## src/rtl/usb_pulpino_tx_fifo.sv

```systemverilog
// usb_pulpino_tx_fifo: byte FIFO feeding PULPino gpio_in with a toggle (flicker) handshake
// A byte is popped only while idle; the next pop waits for PULPino to toggle the ack flicker.
module usb_pulpino_tx_fifo #(
    parameter int pDATA_WIDTH = 8,
    parameter int pDEPTH_LOG2 = 4
) (
    input  logic                   clk,
    input  logic                   reset_i,
    input  logic                   clear_i,
    input  logic                   wr_valid_i,
    input  logic [pDATA_WIDTH-1:0] wr_data_i,
    output logic                   full_o,
    output logic [pDEPTH_LOG2:0]   level_o,
    output logic                   overflow_o,
    output logic [pDATA_WIDTH-1:0] pulpino_data_o,
    output logic                   data_flicker_o,
    input  logic                   ack_flicker_i,
    output logic                   busy_o
);
    localparam logic [pDEPTH_LOG2:0] FULL_LVL = (pDEPTH_LOG2+1)'(1) << pDEPTH_LOG2;
    typedef enum logic {IDLE, WAIT_ACK} state_t;
    logic [pDATA_WIDTH-1:0] mem_q [1<<pDEPTH_LOG2];
    logic [pDEPTH_LOG2-1:0] wr_ptr_q, rd_ptr_q;
    logic [pDEPTH_LOG2:0]   level_q, level_d;
    logic [pDATA_WIDTH-1:0] data_q;
    logic                   flicker_q, overflow_q, ack_prev_q;
    state_t                 state_q;
    logic                   wr_en, pop;
    assign full_o         = level_q == FULL_LVL;
    assign level_o        = level_q;
    assign overflow_o     = overflow_q;
    assign pulpino_data_o = data_q;
    assign data_flicker_o = flicker_q;
    assign busy_o         = state_q == WAIT_ACK;
    // full is judged on the registered level, so a same-cycle pop never frees room for a write
    assign wr_en   = wr_valid_i && !full_o && !clear_i;
    assign pop     = state_q == IDLE && level_q != '0 && !clear_i;
    assign level_d = (wr_en && !pop) ? level_q + 1'b1 : (pop && !wr_en) ? level_q - 1'b1 : level_q;
    always_ff @(posedge clk) begin
        if (wr_en) mem_q[wr_ptr_q] <= wr_data_i;
    end
    always_ff @(posedge clk or posedge reset_i) begin
        if (reset_i) begin
            wr_ptr_q   <= '0;
            rd_ptr_q   <= '0;
            level_q    <= '0;
            data_q     <= '0;
            flicker_q  <= 1'b0;
            overflow_q <= 1'b0;
            ack_prev_q <= 1'b0;
            state_q    <= IDLE;
        end else if (clear_i) begin
            wr_ptr_q   <= '0;
            rd_ptr_q   <= '0;
            level_q    <= '0;
            overflow_q <= 1'b0;
            ack_prev_q <= ack_flicker_i;
            state_q    <= IDLE;
        end else begin
            if (wr_valid_i && full_o) overflow_q <= 1'b1;
            if (wr_en) wr_ptr_q <= wr_ptr_q + 1'b1;
            if (pop) begin
                rd_ptr_q  <= rd_ptr_q + 1'b1;
                data_q    <= mem_q[rd_ptr_q];
                flicker_q <= ~flicker_q;
            end
            level_q <= level_d;
            // tracking ack every cycle makes toggles outside WAIT_ACK harmless
            ack_prev_q <= ack_flicker_i;
            state_q    <= pop ? WAIT_ACK : (state_q == WAIT_ACK && ack_flicker_i != ack_prev_q) ? IDLE : state_q;
        end
    end
endmodule

```

## config.mk

```make
export PLATFORM = sky130hd
export DESIGN_NAME = usb_pulpino_tx_fifo
export DESIGN_NICKNAME = d
export VERILOG_FILES = /design/src/rtl/usb_pulpino_tx_fifo.sv
export SDC_FILE = /design/constraint.sdc
export NUM_CORES = 1
export LEC_CHECK = 0
export CAP_MARGIN = 5
export CORE_UTILIZATION = 40
export DETAILED_ROUTE_END_ITERATION = 10
export GPL_TIMING_DRIVEN = 0
export PLACE_DENSITY = 0.62
export SETUP_SLACK_MARGIN = 0.05
export SLEW_MARGIN = 15
export SYNTH_ARGS = -nofsm -noshare
export SYNTH_HDL_FRONTEND = slang
export SYNTH_SLANG_ARGS = --single-unit
```

## constraint.sdc

```tcl
create_clock -name clk -period 8.3 [get_ports clk]
set_clock_uncertainty 0.1 [all_clocks]
set_input_delay 1.66 -clock clk [delete_from_list [all_inputs] [get_ports clk]]
set_output_delay 1.66 -clock clk [all_outputs]
set_load 0.005 [all_outputs]
```

Word-level counts from Yosys, hierarchy flattened
Memories as Yosys holds them, arrays and structs flattened. A register that Yosys moved wholly into a read port is not among the register bits.
Cells that the tools add are included.
{"block": "op_classes", "n_addsub": 4, "eq_ne": 2, "muxes": 14, "n_bitwise": 3, "n_reduce_logical": 19}
{"op": "$mux 4", "n": 4}
{"op": "$mux 5", "n": 3}
{"op": "$add 4x1->4 const B", "n": 2}
{"op": "$logic_and 1x1->1", "n": 8}
{"op": "$mux 1", "n": 7}
{"op": "$reduce_bool 2->1", "n": 3}
{"op": "$reduce_bool 3->1", "n": 2}
{"op": "$add 5x1->5 const B", "n": 1}
{"op": "$eq 5x5->1 const B", "n": 1}
{"op": "$reduce_bool 5->1", "n": 1}
{"op": "$sub 5x1->5 const B", "n": 1}
{"op": "$logic_not 1->1", "n": 4}
{"op": "$not 1->1", "n": 3}
{"op": "$reduce_and 2->1", "n": 1}
{"op": "$ne 1x1->1", "n": 1}
{"block": "totals", "reg_bits": 17, "ramBits": 128, "inputBits": 13, "out_inout_bits": 17, "wordCells": 50, "mem_count": 1}
{"name": "mem_q", "words": 16, "width": 8, "read_ports": 1, "rd_ports_with_merged_regs": 1, "wr": 1, "line_no": "22", "source": "logic [pDATA_WIDTH-1:0] mem_q [1<<pDEPTH_LOG2];"}

Logic depth before layout (Yosys ltp)
Gate-level depths: netlist of run 1.
{"block": "logic_depth", "depth_word": 9, "mapped_depth": 9, "ltp_nobuf": 9}

Worst setup path after synthesis of run 1
Ideal clock, no wire load.
{"block": "synth_path", "path_type": "input-to-reg", "startpoint": "in clear_i", "endpoint": "reg level_q[4] (netlist: level_o[4])", "setup_time_ns": 0.134, "t_arrival_ns": 3.463, "t_required_ns": 8.066, "path_slack_ns": 4.603, "path_stages": 8, "n_path_buf": 1, "cell_sequence": "clkbuf_1 -> or3_1 -> fa_1 -> a21o_1 -> a21oi_1 -> and3_1 -> o21ai_0 -> nor3b_2"}
{"block": "synth_via", "elab_chain_len": 6}
{"element": "from (decl)", "line_no": "9", "source": "input logic clear_i,"}
{"element": "$logic_not 1->1", "line_no": "36, 37"}
{"element": "$logic_and 1x1->1", "line_no": "37", "source": "assign pop = state_q == IDLE && level_q != '0 && !clear_i;"}
{"element": "$logic_not 1->1", "line_no": "38", "source": "assign level_d = (wr_en && !pop) ? level_q + 1'b1 : (pop && !wr_en) ? level_q - 1'b1 : level_q;"}
{"element": "$logic_and 1x1->1", "line_no": "38"}
{"element": "$mux 5", "line_no": "38"}
{"element": "$mux 5", "line_no": "52", "source": "end else if (clear_i) begin"}
{"element": "to (signal assigned)", "line_no": "67", "source": "level_q <= level_d;"}
{"element": "to (decl)", "line_no": "24", "source": "logic [pDEPTH_LOG2:0] level_q, level_d;"}
Parallel ways exist; a longest one is shown, timed or not.
A chain may end at the register's enable or synchronous reset.

Worst setup path after layout of run 1
{"block": "layout_path", "startpoint": "in wr_valid_i", "endpoint": "reg level_q[4] (netlist: level_o[4])"}
{"block": "layout_via", "elab_chain_len": 5}
{"element": "from (decl)", "line_no": "10", "source": "input logic wr_valid_i,"}
{"element": "$logic_and 1x1->1 (*) (2 in a row)", "line_no": "36", "source": "assign wr_en = wr_valid_i && !full_o && !clear_i;"}
{"element": "$logic_and 1x1->1 / $logic_not 1->1 (equally long branches)", "line_no": "38"}
{"element": "$mux 5 / $logic_and 1x1->1 (equally long branches)", "line_no": "38"}
{"element": "$mux 5 / $reduce_bool 3->1 (equally long branches)"}
Mark *: on every way between the ends. The rest lies on a longest branch, timed or not.

==> flow_summary.ini, run 1 <==
[outcome]
status = complete, no violations

[synthesis]
yosys.area.top_type = edfxtp_1
avgSynthCellArea_um2 = 18.8
synth-seq-area-share_pct = 71.3
synthArstFlopShare_pct = 16.3
synth-edff-count = 128
netlist_area_um2 = 6270
synth-seq-cells = 153
syn-num-nets = 357
yosys_warnings = 0
synth.area.top_cells = edfxtp_1, dfrtp_1, mux4_2
ys_types = 45
synth_top_area_share_pct = 61.3
synth_flop_cell = edfxtp_1
synthCells = 334

[cts]
htree_levels = 4
clock-sinks = 153
cts_tree = built
cts_root_buf = clkbuf_16
path_clk_slew_ns = 0.06
cts-hold-fix-buffers = 0
cts_inserted_buffers = 17
clock_latency_ns = 0.42
postCtsSetupRepairBufs = 0
clockBufferDepth = 2
cts_resized = 0

[final_layout]
area_delta_synth_final_pct = 18.2
drive_gt1_share_pct = 21.6
diodes = 0
finalInstanceArea_um2 = 7420
n_fill_cell = 1294
final_net_count = 408

[drt]
remaining_drc_errors = 0
wl_met1_mm = 5.40
via_per_inst = 5.17
num_vias = 3146
top_layer_used = met4
drtIter0Drc = 218
met3_length_um = 595
wirelength_mm = 12.0
wl_per_cell_um = 19.7
drtPass1Iterations = 4
wl_met2_mm = 5.81
antenna_left = 0

[sta]
tightest_slew_ns = 1.01
timing.setup.tns_ns = 0
rsz0062_at_grt = no
slew_viol_final = 0
min_period_over_period_pct = 47.8
relSlewSlack_pct = 32.7
period_needed_ns = 3.97
setup_viol = 0
fmax_mhz = 252
finalHoldViolCount = 0

[min_path]
holdPathEnd = data_flicker_o
hold_start = data_flicker_o
hold_depth = 1
hp-class = flip-flop to flip-flop

[grt]
grt_max_degree = 26
grt-ovfl-total = 0
grt_pass1_vias = 3272
antenna_found_initial = 0
grt_pass1_wl_mm = 18.6
track_usage_pct = 16.2

[floorplanning]
core_um2 = 15300
start_util_pct = 41.1
dieWidth_um = 127
ios = 30
die_h_um = 127
die_area_um2 = 16200
rows = 45

[critical_path]
setup.worst_path.class = input pin to flip-flop
crit_path_end_kind = flip-flop
r2r_cells = 9
timing.rr.end = level_o[4]
worst_ep_required_time_ns = 8.48
worstPathMaxFanout = 6
rrSetupSlack_ns = 5.09
r2r-start = level_o[1]
start_kind = input pin
arrival_ns = 4.14

[place]
io_buffers = 28
gp_congestion = 0.786
placed_area_um2 = 6890
dpl.hpwl_mm = 7.87

[power]
leakage_nw = 2.45
ir_drop_mv = 0.167
power_density_nw_per_um2 = 276

[job]
max_cap_viol_count = 0
## cell type report
| cell class | instances | area [µm²] | area share (%) |
|---|---|---|---|
| timing repair buffer | 32 | 305 | 4.12 |
| multi-input combinational | 160 | 1730 | 23.3 |
| clock buffer | 24 | 482 | 6.50 |
| clock inverter | 8 | 48.8 | 0.658 |
| inverter | 4 | 15.0 | 0.202 |
| buffer | 17 | 105 | 1.42 |
| tap | 211 | 264 | 3.56 |
| sequential | 153 | 4470 | 60.3 |
## synth_stat cells, types with 3 or more instances
master,n
edfxtp_1,128
dfrtp_1,25
nor2_1,20
mux4_2,19
o22ai_1,16
a21oi_1,14
mux4_1,13
mux2_2,10
ha_1,9
nand2_1,9
nor3_1,6
buf_2,5
clkbuf_1,5
xnor2_1,5
xor2_1,5
inv_1,4
buf_1,3
nand2b_1,3
nor4_1,3
## worst max-delay path: stages
cell and delay [ns]:
clkdlybuf4s50_1 0.55, a21bo_2 0.28, or3_1 0.42, fa_1 0.45, a21o_1 0.19, a21oi_1 0.17, and3_1 0.20, o21ai_0 0.08
nor3b_2 0.16
## logic make-up (layout without fill, tap and decap cells)
kind of cell / count (synthesis) / after routing / synth area share, %
AO/OA/AOI/OAI: 38 / 38 / 3.87
buffers and inverters: 21 / 85 / 1.91
flip-flops: 153 / 153 / 71.3
AND/OR/NAND/NOR: 57 / 57 / 4.87
adder cells (fa/ha/maj): 10 / 10 / 2.11
XOR/XNOR: 10 / 10 / 1.40
multiplexers: 45 / 45 / 14.6
## through the flow
stage | util [%] | hold WS (ns) | power [mW] | setup slack [ns] | std cells
final | 48.6 | 0.360 | 2.05 | 4.33 | 609
after floorplan | - | 0.365 | 1.21 | 4.60 | 334
after CTS | 48.6 | 0.371 | 2.07 | 4.34 | 609
after detailed placement | 45.1 | 0.360 | 1.38 | 3.91 | 577
after global routing | 48.6 | 0.388 | 2.14 | 4.21 | 609
after global placement | 44.7 | 0.359 | 1.37 | 3.22 | 573
## power breakdown
part | total, mW | internal (mW) | leakage [nW] | switching [mW]
registers | 0.938 | 0.885 | 1.46 | 0.0533
clock network | 0.689 | 0.404 | 0.262 | 0.285
logic | 0.419 | 0.216 | 0.722 | 0.204
## placed cells by master (no fill, tap or decap), types with 3 or more instances in the layout
master	instances
o22ai_1	16
nor4_2	3
buf_1	3
clkinv_2	4
nor2_1	20
xor2_1	5
clkbuf_1	9
buf_4	3
nor3_2	4
clkbuf_8	3
nand2b_1	3
edfxtp_1	128
dfrtp_1	25
clkdlybuf4s50_1	28
buf_2	7
mux2_2	10
mux4_2	19
a21oi_1	14
inv_1	3
mux4_1	13
nand2_1	9
ha_1	9
xnor2_1	5
clkbuf_16	17
## routing by layer
| metal | track usage, % | up-vias |
|---|---|---|
| li1 | - | 1450 |
| met1 | 21.8 | 1586 |
| met2 | 25.6 | 92 |
| met3 | 4.19 | 18 |
| met4 | 6.16 | 0 |
| met5 | 0 | - |
## registers in the layout, indices dropped and copies added (netlist names)
signal,count
ack_prev_q,1
busy_o,1
data_flicker_o,1
level_o,5
mem_q,128
overflow_o,1
pulpino_data_o,8
rd_ptr_q,4
wr_ptr_q,4
## worst max-delay path by stage
stage | start | endpoint | slack [ns] | depth (start not counted)
6_report | wr_valid_i | level_o[4] | 4.33 | 9
5_1_grt | wr_valid_i | level_o[4] | 4.21 | 9
4_1_cts | wr_valid_i | level_o[4] | 4.34 | 9
3_5_place_dp | wr_valid_i | level_o[4] | 3.91 | 9
3_3_place_gp | wr_valid_i | mem_q[1][4] | 3.22 | 4
2_1_floorplan | clear_i | level_o[4] | 4.60 | 8
No activity file was read; power rests on OpenSTA's default activity.
==> inputs of run 2 (changes only) <==
Clock period 8.3 ns to 4.2 ns, I/O delays scaled along.
==> results of run 2 <==
Same layout as run 1 (identical final DEF). Status: complete, no violations.
Main changes from that run: setup slack after placement 3.91 ns -> 0.632 ns; setup slack after layout 4.33 ns -> 0.993 ns; start point of the critical path wr_valid_i -> level_o[1]; register-to-register setup slack 5.09 ns -> 0.99 ns; total power 2.05 mW -> 4.04 mW; worst IR drop on VDD 0.167 mV -> 0.331 mV
==> inputs of run 3 (changes only) <==
Clock period 4.2 ns to 3.1 ns, I/O delays scaled along.
==> flow_summary.ini, run 3 (synthesis gave the netlist of run 1 again) <==
[place]
dpl.hpwl_mm = 7.87
pre_cts_ws_ns = -0.248
placed_area_um2 = 6890
io_buffers = 28
gp_congestion = 0.786
dp.cells = 577

[outcome]
status = complete, no violations

[sta]
setup_viol = 0
timing.setup.tns_ns = 0
min_period_over_period_pct = 92.4
rsz0062_at_grt = no
fmax_mhz = 349
relSlewSlack_pct = 31.8
fin_ws_ns = 0.235
slew_viol_final = 0
period_needed_ns = 2.86
finalHoldViolCount = 0
tightest_slew_ns = 1.02

[drt]
via_per_inst = 5.19
remaining_drc_errors = 0
drtPass1Iterations = 4
drtIter0Drc = 256
wl_per_cell_um = 19.8
num_vias = 3168
antenna_left = 0
wirelength_mm = 12.1

[floorplanning]
dieWidth_um = 127
core_um2 = 15300
die_h_um = 127
die_area_um2 = 16200
start_util_pct = 41.1
rows = 45
ios = 30

[final_layout]
stdcell_count = 610
finalInstanceArea_um2 = 7430
largest_reg_flops = 128
final_cell_mix = edfxtp_1, clkdlybuf4s50_1, dfrtp_1
n_fill_cell = 1296
diodes = 0
layout_commonest_cell = edfxtp_1
top_register = mem_q
multiInputGateArea_um2 = 1730
final_net_count = 409
seqCellArea_um2 = 4470
drive_gt1_share_pct = 22.1
area_delta_synth_final_pct = 18.4

[cts]
path_clk_slew_ns = 0.06
cts-hold-fix-buffers = 0
cts_root_buf = clkbuf_16
clockBufferDepth = 2
clock-sinks = 153
clock_latency_ns = 0.42
cts_tree = built
cts_inserted_buffers = 17
htree_levels = 4

[power]
ir_drop_mv = 0.447
power_density_nw_per_um2 = 740
leakage_nw = 2.45

[critical_path]
start_kind = flip-flop
worstPathMaxFanout = 8
r2r-start = level_o[3]
worst_ep_required_time_ns = 3.28
arrival_ns = 3.04
r2r_cells = 9
setup.worst_path.class = flip-flop to flip-flop
timing.rr.end = level_o[4]
rrSetupSlack_ns = 0.24
crit_path_end_kind = flip-flop

[grt]
grt-ovfl-total = 0
grt_pass1_wl_mm = 18.6
grt_max_degree = 26
antenna_found_initial = 0
track_usage_pct = 16.2
grt_pass1_vias = 3277

[min_path]
hp-class = flip-flop to flip-flop
hold_start = data_flicker_o
holdPathEnd = data_flicker_o
hold_depth = 1

[job]
max_cap_viol_count = 0
==> run 3: how the worst max path moves through the flow <==
| stage | from | to | slack [ns] |
|---|---|---|---|
| after floorplan | level_o[1] | level_o[4] | 0.16 |
| after global placement | wr_valid_i | mem_q[1][4] | -0.94 |
| after detailed placement | wr_valid_i | level_o[4] | -0.25 |
| after CTS | level_o[2] | level_o[4] | 0.15 |
| after global routing | wr_valid_i | mem_q[15][0] | 0.07 |
| final | level_o[3] | level_o[4] | 0.24 |
==> run 3: power breakdown <==
group	switching (mW)	internal [mW]	total, mW
registers	0.143	2.37	2.51
logic	0.550	0.590	1.14
clock network	0.765	1.08	1.85
total	1.46	4.04	5.50
==> run 3: metrics by stage <==
| stage | util [%] | power (mW) | hold WS (ns) |
|---|---|---|---|
| finish | 48.7 | 5.50 | 0.360 |
| global route | 48.7 | 5.74 | 0.388 |
| CTS | 48.7 | 5.54 | 0.371 |
| detailed placement | 45.1 | 3.69 | 0.360 |
| global placement | 44.7 | 3.66 | 0.359 |
| floorplan | - | 3.24 | 0.365 |
==> run 3: routing by layer <==
layer	GRT usage [%]	part of all wire, %	routed length (µm)	vias up
li1	-	-	-	1450
met3	4.19	4.8	578	20
met5	0	0	0	-
met2	25.6	48	5860	78
met4	6.16	1.8	222	0
met1	21.8	45	5430	1620
==> run 3: critical path, cell delays in order, from the launching register on <==
cell     delay (ns)
dfrtp_1        0.44
nor4_4         0.35
a21oi_2        0.19
or3_4          0.44
fa_1           0.42
a21o_1         0.19
a21oi_1        0.17
and3_1         0.20
o21ai_0        0.08
nor3b_2        0.16
==> run 3: timing repair <==
action,in CTS,in global routing
cloned,0,0
setup buffers,1,0
pin swaps,1,0
resized for setup,0,1
endpoints found under the setup margin,1,1
==> run 3: final cells by class <==
type / count / area share (%)
flip-flops and latches: 153 / 60.2
multi-input cells: 160 / 23.3
clock buffers: 24 / 6.48
repair buffers: 33 / 4.21
well taps: 211 / 3.55
plain buffers: 17 / 1.41
clock inverters: 8 / 0.657
inverters: 4 / 0.202
